--- src/rtl/pcs_rx_lane_deskew.sv ---
// rtl/pcs_rx_lane_deskew.sv - per-lane symbol FIFOs aligned on a common COM column
module pcs_rx_lane_deskew #(
  parameter int                   LANES      = 4,
  parameter int                   SYM_WIDTH  = 8,
  parameter int                   DEPTH      = 8,
  parameter int                   MAX_SKEW   = 4,
  parameter logic [SYM_WIDTH-1:0] COM_SYMBOL = 8'hBC
) (
  input  logic                            WordClk,
  input  logic                            Rst,
  input  logic                            Enable,
  input  logic [LANES*SYM_WIDTH-1:0]      Lane_Data,
  input  logic [LANES-1:0]                Lane_DataK,
  input  logic [LANES-1:0]                Lane_Valid,
  output logic [LANES*SYM_WIDTH-1:0]      Out_Data,
  output logic [LANES-1:0]                Out_DataK,
  output logic                            Out_Valid,
  output logic                            Deskewed,
  output logic [$clog2(MAX_SKEW+1)-1:0]   Skew_Observed,
  output logic                            Deskew_Error,
  output logic                            Overflow,
  output logic                            Align_Lost
);

  localparam int AW  = $clog2(DEPTH);
  localparam int CW  = $clog2(MAX_SKEW + 2);
  localparam int SOW = $clog2(MAX_SKEW + 1);

  localparam logic [0:0] SEARCH = 1'b0;
  localparam logic [0:0] LOCKED = 1'b1;

  logic [SYM_WIDTH-1:0]       mem_d  [LANES][DEPTH];
  logic [DEPTH-1:0]           mem_k  [LANES];
  logic [AW:0]                wr_ptr [LANES];
  logic [AW:0]                rd_ptr [LANES];

  logic [0:0]                 state;
  logic                       counting;
  logic [CW-1:0]              skew_cnt;
  logic [CW-1:0]              cur_cnt;

  logic [LANES-1:0]           empty;
  logic [LANES-1:0]           full;
  logic [LANES-1:0]           head_k;
  logic [LANES-1:0]           head_com;
  logic [LANES-1:0]           pop;
  logic [LANES-1:0]           wr_en;
  logic [LANES*SYM_WIDTH-1:0] head_data;
  logic                       all_nonempty;
  logic                       ovf_ev;
  logic                       lost_ev;
  logic                       err_ev;
  logic                       lock_ev;
  logic                       flush;

  assign Deskewed = (state == LOCKED);

  // Per-lane FIFO status and head decode; the extra pointer MSB separates full from empty
  always_comb begin
    empty     = '0;
    full      = '0;
    head_k    = '0;
    head_com  = '0;
    head_data = '0;
    for (int i = 0; i < LANES; i++) begin
      empty[i] = (wr_ptr[i] == rd_ptr[i]);
      full[i]  = (wr_ptr[i][AW] != rd_ptr[i][AW]) &&
                 (wr_ptr[i][AW-1:0] == rd_ptr[i][AW-1:0]);
      head_data[i*SYM_WIDTH +: SYM_WIDTH] = mem_d[i][rd_ptr[i][AW-1:0]];
      head_k[i]   = mem_k[i][rd_ptr[i][AW-1:0]];
      head_com[i] = !empty[i] && head_k[i] &&
                    (mem_d[i][rd_ptr[i][AW-1:0]] == COM_SYMBOL);
    end
  end

  // Pop selection and event detection; a single flush covers every event source
  always_comb begin
    all_nonempty = ~|empty;
    cur_cnt      = counting ? skew_cnt : '0;
    pop          = '0;
    for (int i = 0; i < LANES; i++) begin
      // In SEARCH a lane parks on its COM head while the others catch up
      pop[i] = (state == LOCKED) ? all_nonempty : (!empty[i] && !head_com[i]);
    end
    ovf_ev  = Enable && (|(Lane_Valid & full & ~pop));
    lost_ev = Enable && (state == LOCKED) && all_nonempty &&
              (|head_com) && !(&head_com);
    err_ev  = Enable && (state == SEARCH) && (|head_com) && !(&head_com) &&
              (cur_cnt > CW'(MAX_SKEW));
    flush   = !Enable || ovf_ev || lost_ev || err_ev;
    lock_ev = !flush && (state == SEARCH) && (&head_com);
    wr_en   = flush ? '0 : (Lane_Valid & (~full | pop));
  end

  // Symbol storage; writes landing in a flush cycle are dropped by wr_en
  always_ff @(posedge WordClk) begin
    for (int i = 0; i < LANES; i++) begin
      if (wr_en[i]) begin
        mem_d[i][wr_ptr[i][AW-1:0]] <= Lane_Data[i*SYM_WIDTH +: SYM_WIDTH];
        mem_k[i][wr_ptr[i][AW-1:0]] <= Lane_DataK[i];
      end
    end
  end

  // FIFO pointers; flush empties every lane in one cycle
  always_ff @(posedge WordClk or posedge Rst) begin
    if (Rst) begin
      for (int i = 0; i < LANES; i++) begin
        wr_ptr[i] <= '0;
        rd_ptr[i] <= '0;
      end
    end else begin
      for (int i = 0; i < LANES; i++) begin
        if (flush) begin
          wr_ptr[i] <= '0;
          rd_ptr[i] <= '0;
        end else begin
          if (wr_en[i]) wr_ptr[i] <= wr_ptr[i] + 1'b1;
          if (pop[i])   rd_ptr[i] <= rd_ptr[i] + 1'b1;
        end
      end
    end
  end

  // Alignment FSM, skew counter, registered output vector and prioritised pulses
  always_ff @(posedge WordClk or posedge Rst) begin
    if (Rst) begin
      state         <= SEARCH;
      counting      <= 1'b0;
      skew_cnt      <= '0;
      Skew_Observed <= '0;
      Out_Data      <= '0;
      Out_DataK     <= '0;
      Out_Valid     <= 1'b0;
      Overflow      <= 1'b0;
      Align_Lost    <= 1'b0;
      Deskew_Error  <= 1'b0;
    end else begin
      Overflow     <= ovf_ev;
      Align_Lost   <= lost_ev && !ovf_ev;
      Deskew_Error <= err_ev && !ovf_ev && !lost_ev;
      Out_Valid    <= 1'b0;
      if (flush) begin
        state    <= SEARCH;
        counting <= 1'b0;
        skew_cnt <= '0;
      end else if (state == LOCKED) begin
        if (all_nonempty) begin
          Out_Valid <= 1'b1;
          Out_Data  <= head_data;
          Out_DataK <= head_k;
        end
      end else if (lock_ev) begin
        state         <= LOCKED;
        Skew_Observed <= cur_cnt[SOW-1:0];
        counting      <= 1'b0;
        skew_cnt      <= '0;
      end else if (|head_com) begin
        // Bounded by the timeout check, so cur_cnt + 1 never exceeds MAX_SKEW + 1
        counting <= 1'b1;
        skew_cnt <= cur_cnt + 1'b1;
      end
    end
  end

endmodule

--- config.mk ---
export PLATFORM = sky130hd
export DESIGN_NAME = pcs_rx_lane_deskew
export DESIGN_NICKNAME = d
export VERILOG_FILES = /design/src/rtl/pcs_rx_lane_deskew.sv
export SDC_FILE = /design/constraint.sdc
export NUM_CORES = 1
export LEC_CHECK = 0
export BUFFER_PORTS_ARGS = -buffer_cell sky130_fd_sc_hd__buf_2
export CAP_MARGIN = 20
export CORE_ASPECT_RATIO = 1.75
export CORE_MARGIN = 2
export CORE_UTILIZATION = 60
export CTS_CLUSTER_DIAMETER = 60
export DETAILED_ROUTE_END_ITERATION = 8
export PLACE_DENSITY = 0.76
export SLEW_MARGIN = 20
export SYNTH_ARGS = -nofsm -noshare
export SYNTH_HDL_FRONTEND = slang
export SYNTH_SLANG_ARGS = --single-unit
--- constraint.sdc ---
create_clock -name WordClk -period 9.8 [get_ports WordClk]
set_input_delay 0.98 -clock WordClk [delete_from_list [all_inputs] [get_ports WordClk]]
set_output_delay 0.98 -clock WordClk [all_outputs]
set_load 0.01 [all_outputs]
# --- Word-level counts from Yosys, hierarchy flattened ---
# Memories as Yosys holds them, arrays and structs flattened.
# Index checks and enable logic that the tools add are counted.
# Widths: inputs -> output; s select.
word_totals:
  register_bits: 80
  mem_count: 2
  ram_bits: 288
  elab_cells: 243
classes:
  eq_ne: 17
  muxes: 84
  bitwise_logic: 17
  add_sub_neg: 9
  order_cmp: 25
  reduce_logical: 71
mem_list:
  columns: ["memory", "depth", "word_bits", "read_ports", "rd_ports_with_merged_regs", "write_ports", "line_no", "rtl"]
  rows:
  - ["mem_d", 4, 64, 4, 0, 4, "32", "logic [SYM_WIDTH-1:0] mem_d [LANES][DEPTH];"]
  - ["mem_k", 4, 8, 4, 0, 4, "33", "logic [DEPTH-1:0] mem_k [LANES];"]
ops:
  columns: ["op", "count"]
  rows:
  - ["$mux 64", 4]
  - ["$mux 8", 16]
  - ["$bmux 8 s3", 4]
  - ["$demux 8 s3", 4]
  - ["$mux 4", 17]
  - ["$logic_and 1x1->1", 38]
  - ["$add 4x1->4 const B", 8]
  - ["$eq 8x8->1 const B", 4]
  - ["$ge 4x4->1 const B", 8]
  - ["$lt 3x4->1 const B", 8]
  - ["$not 3->4", 8]
  - ["$mux 1", 26]
  - ["$eq 4x4->1", 4]
  - ["$lt 4x1->1 const B", 4]
  - ["$reduce_bool 2->1", 8]
  - ["$mux 3", 5]
  - ["$logic_not 1->1", 14]
  - ["$and 4x4->4", 3]
  - ["$bmux 1 s3", 4]
  - ["$demux 1 s3", 4]
  - ["$eq 3x3->1", 4]
  - ["$ge 3x1->1 const B", 4]
  - ["$reduce_or 4->1", 3]
  - ["$not 4->4", 2]
  - ["other kinds (11)", 19]

# --- Logic depth before layout (Yosys ltp) ---
depth:
  word_depth: 22
  ltp_mapped: 13

# --- Worst setup path after synthesis ---
# Ideal clock, no wire load.
synth_timing:
  kind: "register to register"
  start: "register rd_ptr[13] (netlist bit)"
  end: "memory mem_d[3][10] (netlist bit) (enable)"
  path_buffers: 3
  path_stages_with_launch: 11
  arrival_ns: 3.930
  setup_ns: 0.403
  setup_slack_ns: 5.467
  synth_period_minus_slack_ns: 4.333
  cell_sequence: "dfrtp_1 > clkbuf_1 > mux4_2 > mux2_2 > nor4bb_1 > nand4b_1 > nor4_1 > o311ai_1 > clkbuf_1 > buf_2 > nor4b_1"
synth_lines:
  columns: ["element", "line_no", "rtl"]
  rows:
  - ["start, declared", "35", "logic [AW:0] rd_ptr [LANES];"]
  - ["start signal, assigned by index", "119", "if (pop[i]) rd_ptr[i] <= rd_ptr[i] + 1'b1;"]
  - ["end, declared", "32", null]

==> metrics <==
synth top area cells=edfxtp_1 57%, dfrtp_1 13%, mux4_2 11%, mux2_2 3.1%, mux2_4 2.6%; Clock Tree Root=clkbuf_16; number of remaining DRC errors=0; RR Startpoint=rd_ptr[5]; clock sinks=368; Ports=87; Setup Viol. Count Final=0; core area=24700 µm²; share of cells above drive strength 1=0.335; Vias/cell=6.05; dominant cell by count in the synthesized netlist=edfxtp_1; R2R cell count=9; CTS H-tree depth=1; port bufs=86; Area growth syn-to-layout=12.2%; DRT iter0 DRCs=549; Post-Place Cells=1190; status=finished clean; nets@finish=963; max_slew headroom=0.261; initial antenna violation count=1; area of placed instances=15900 µm²; Max Fclk=178 MHz; top cells by count, synth=288 x edfxtp_1, 80 x dfrtp_1, 72 x mux4_2, 55 x nor2_1, 42 x mux2_2; FFs w/ async S/R, synth=0.217; drt pass-1 iters=5; RSZ-0062 raised after global routing=no; fill count=1600; total track usage=0.231; Mapped Area=15100 µm²; clock tree buffer depth=3; CP required=9.98 ns; initial core utilization=0.611; largest net degree at the start of global routing=72; Tcrit/Tclk final=0.573; number of synthesized flops with an enable pin=288; worst reg-to-reg setup slack=4.18 ns; peak supply drop=0.158 mV; leakage power=6.23 nW; RePlAce Congestion=0.800; fin area=16900 µm²; Synth area leader=edfxtp_1; Worst Max-Slew Pin Slew=1.10 ns; leading register cell type out of synthesis=edfxtp_1; CP arrival=5.80 ns; first-pass GRT wire length=45400 µm; sequential share of the synthesized area=0.705; via count of the first global-routing pass=8160; synth warn=0; # hold bufs at CTS=0; vias=7546; Synth top area share=0.572; critical-path maximum fanout=26; Setup crit end kind=register; Non-Filler Instances=1247; syn nets=875; Die ar.=26500 µm²; Fin Setup TNS=0 ns; Hold Crit Class=in -> async; CTS tree=done; Die W=124 µm; final wirelength=29300 µm; clock slew at reported path FFs=0.07 ns; ANT nets after route=0; synthesized area per cell=18.4 µm²; Die H=214 µm; Post-DP HPWL=19400 µm; CTS Buf Count=30; post_cts resized=0; Reg-to-Reg End=mem_d[1][11]; reported max-cap violation count=0; # Post-CTS Setup Buffers=0; Yosys reg bits=368; max-slew violation count=0; Cell Pwr Density=219 nW/µm²; Final Hold Vio Count=0; Final Critical Period=5.62 ns; Wirelength per Cell=23.5 µm; worst skew pair latency=0.57 ns; Mapped Cells=822; # rows=76; Unique masters post-synth=50; Worst Clk Skew=0.0141 ns; critical setup path kind=reg -> reg; GR Overflow Total=0; Worst Setup Start Kind=register
-- metal layers --
| layer | vias to the layer above | track usage | part of all wire |
|---|---|---|---|
| met5 | - | 0 | 0 |
| met4 | 0 | 0.0918 | 0.037 |
| met3 | 67 | 0.0250 | 0.037 |
| met2 | 199 | 0.414 | 0.55 |
| met1 | 3899 | 0.283 | 0.37 |
| li1 | 3381 | - | - |
-- kinds of logic (layout without fill, tap and decap cells) --
family	Yosys count	in the layout	synth area share
flops	368	368	0.705
simple gates	160	160	0.0572
mux	155	155	0.174
buf+inv	64	176	0.0209
xor+xnor	39	39	0.0226
compound gates	26	26	0.0118
fa+ha+maj	10	10	0.00828
other cells	0	1	0
-- cell type report --
| cell class | count | area (µm²) | area share |
|---|---|---|---|
| sequential | 368 | 10700 | 0.629 |
| multi-input combinational | 390 | 4220 | 0.249 |
| clock buffer | 40 | 893 | 0.0527 |
| timing repair buffer | 100 | 536 | 0.0316 |
| tap | 312 | 390 | 0.0230 |
| clock inverter | 16 | 180 | 0.0106 |
| inverter | 20 | 76.3 | 0.00450 |
| antenna | 1 | 2.50 | 0.000148 |
-- layout by cell type, fill, tap and decap left out, types with 19 or more instances in the layout --
master	n
edfxtp_1	288
inv_1	19
dfrtp_1	77
buf_2	86
xor2_1	22
nand2_1	21
mux4_2	72
mux2_2	42
clkbuf_16	34
mux2_4	26
nor2_1	55
-- worst max-delay path by stage --
stage,start,end
5_1_grt,rd_ptr[5],mem_d[1][15]
2_1_floorplan,rd_ptr[13],mem_d[3][10]
4_1_cts,rd_ptr[12],mem_d[1][10]
3_3_place_gp,rd_ptr[5],mem_d[1][12]
3_5_place_dp,rd_ptr[12],mem_d[1][12]
6_report,rd_ptr[5],mem_d[1][11]
-- per-stage QoR --
stage	setup slack, ns	util	total power [mW]	hold slack (ns)
floorplan	5.47	-	2.34	0.449
global placement	4.27	0.642	2.46	0.461
detailed placement	4.07	0.642	2.48	0.479
CTS	4.07	0.685	3.75	0.296
global route	3.81	0.685	3.86	0.308
finish	4.18	0.685	3.72	0.307
-- flip-flops by register name, indices dropped and copies added (netlist names), 3 cells and up --
name / count
mem_d: 256
Out_Data: 32
mem_k: 32
rd_ptr: 16
wr_ptr: 16
Out_DataK: 4
Skew_Observed: 3
skew_cnt: 3
-- critical path, stage by stage, from the launching register on --
cell	delay [ns]
dfrtp_1	1.03
mux4_2	0.61
mux2_2	0.30
nor4bb_1	0.52
nand4_1	0.22
nor4_1	0.59
o311ai_4	0.38
buf_4	0.34
or3_1	0.43
nor2_1	0.79
-- where the power goes --
group          switching (mW)  internal (mW)
Combinational           0.239          0.334
Sequential              0.152           1.72
Clock                   0.543          0.726
(Power assumes the default switching activity.)
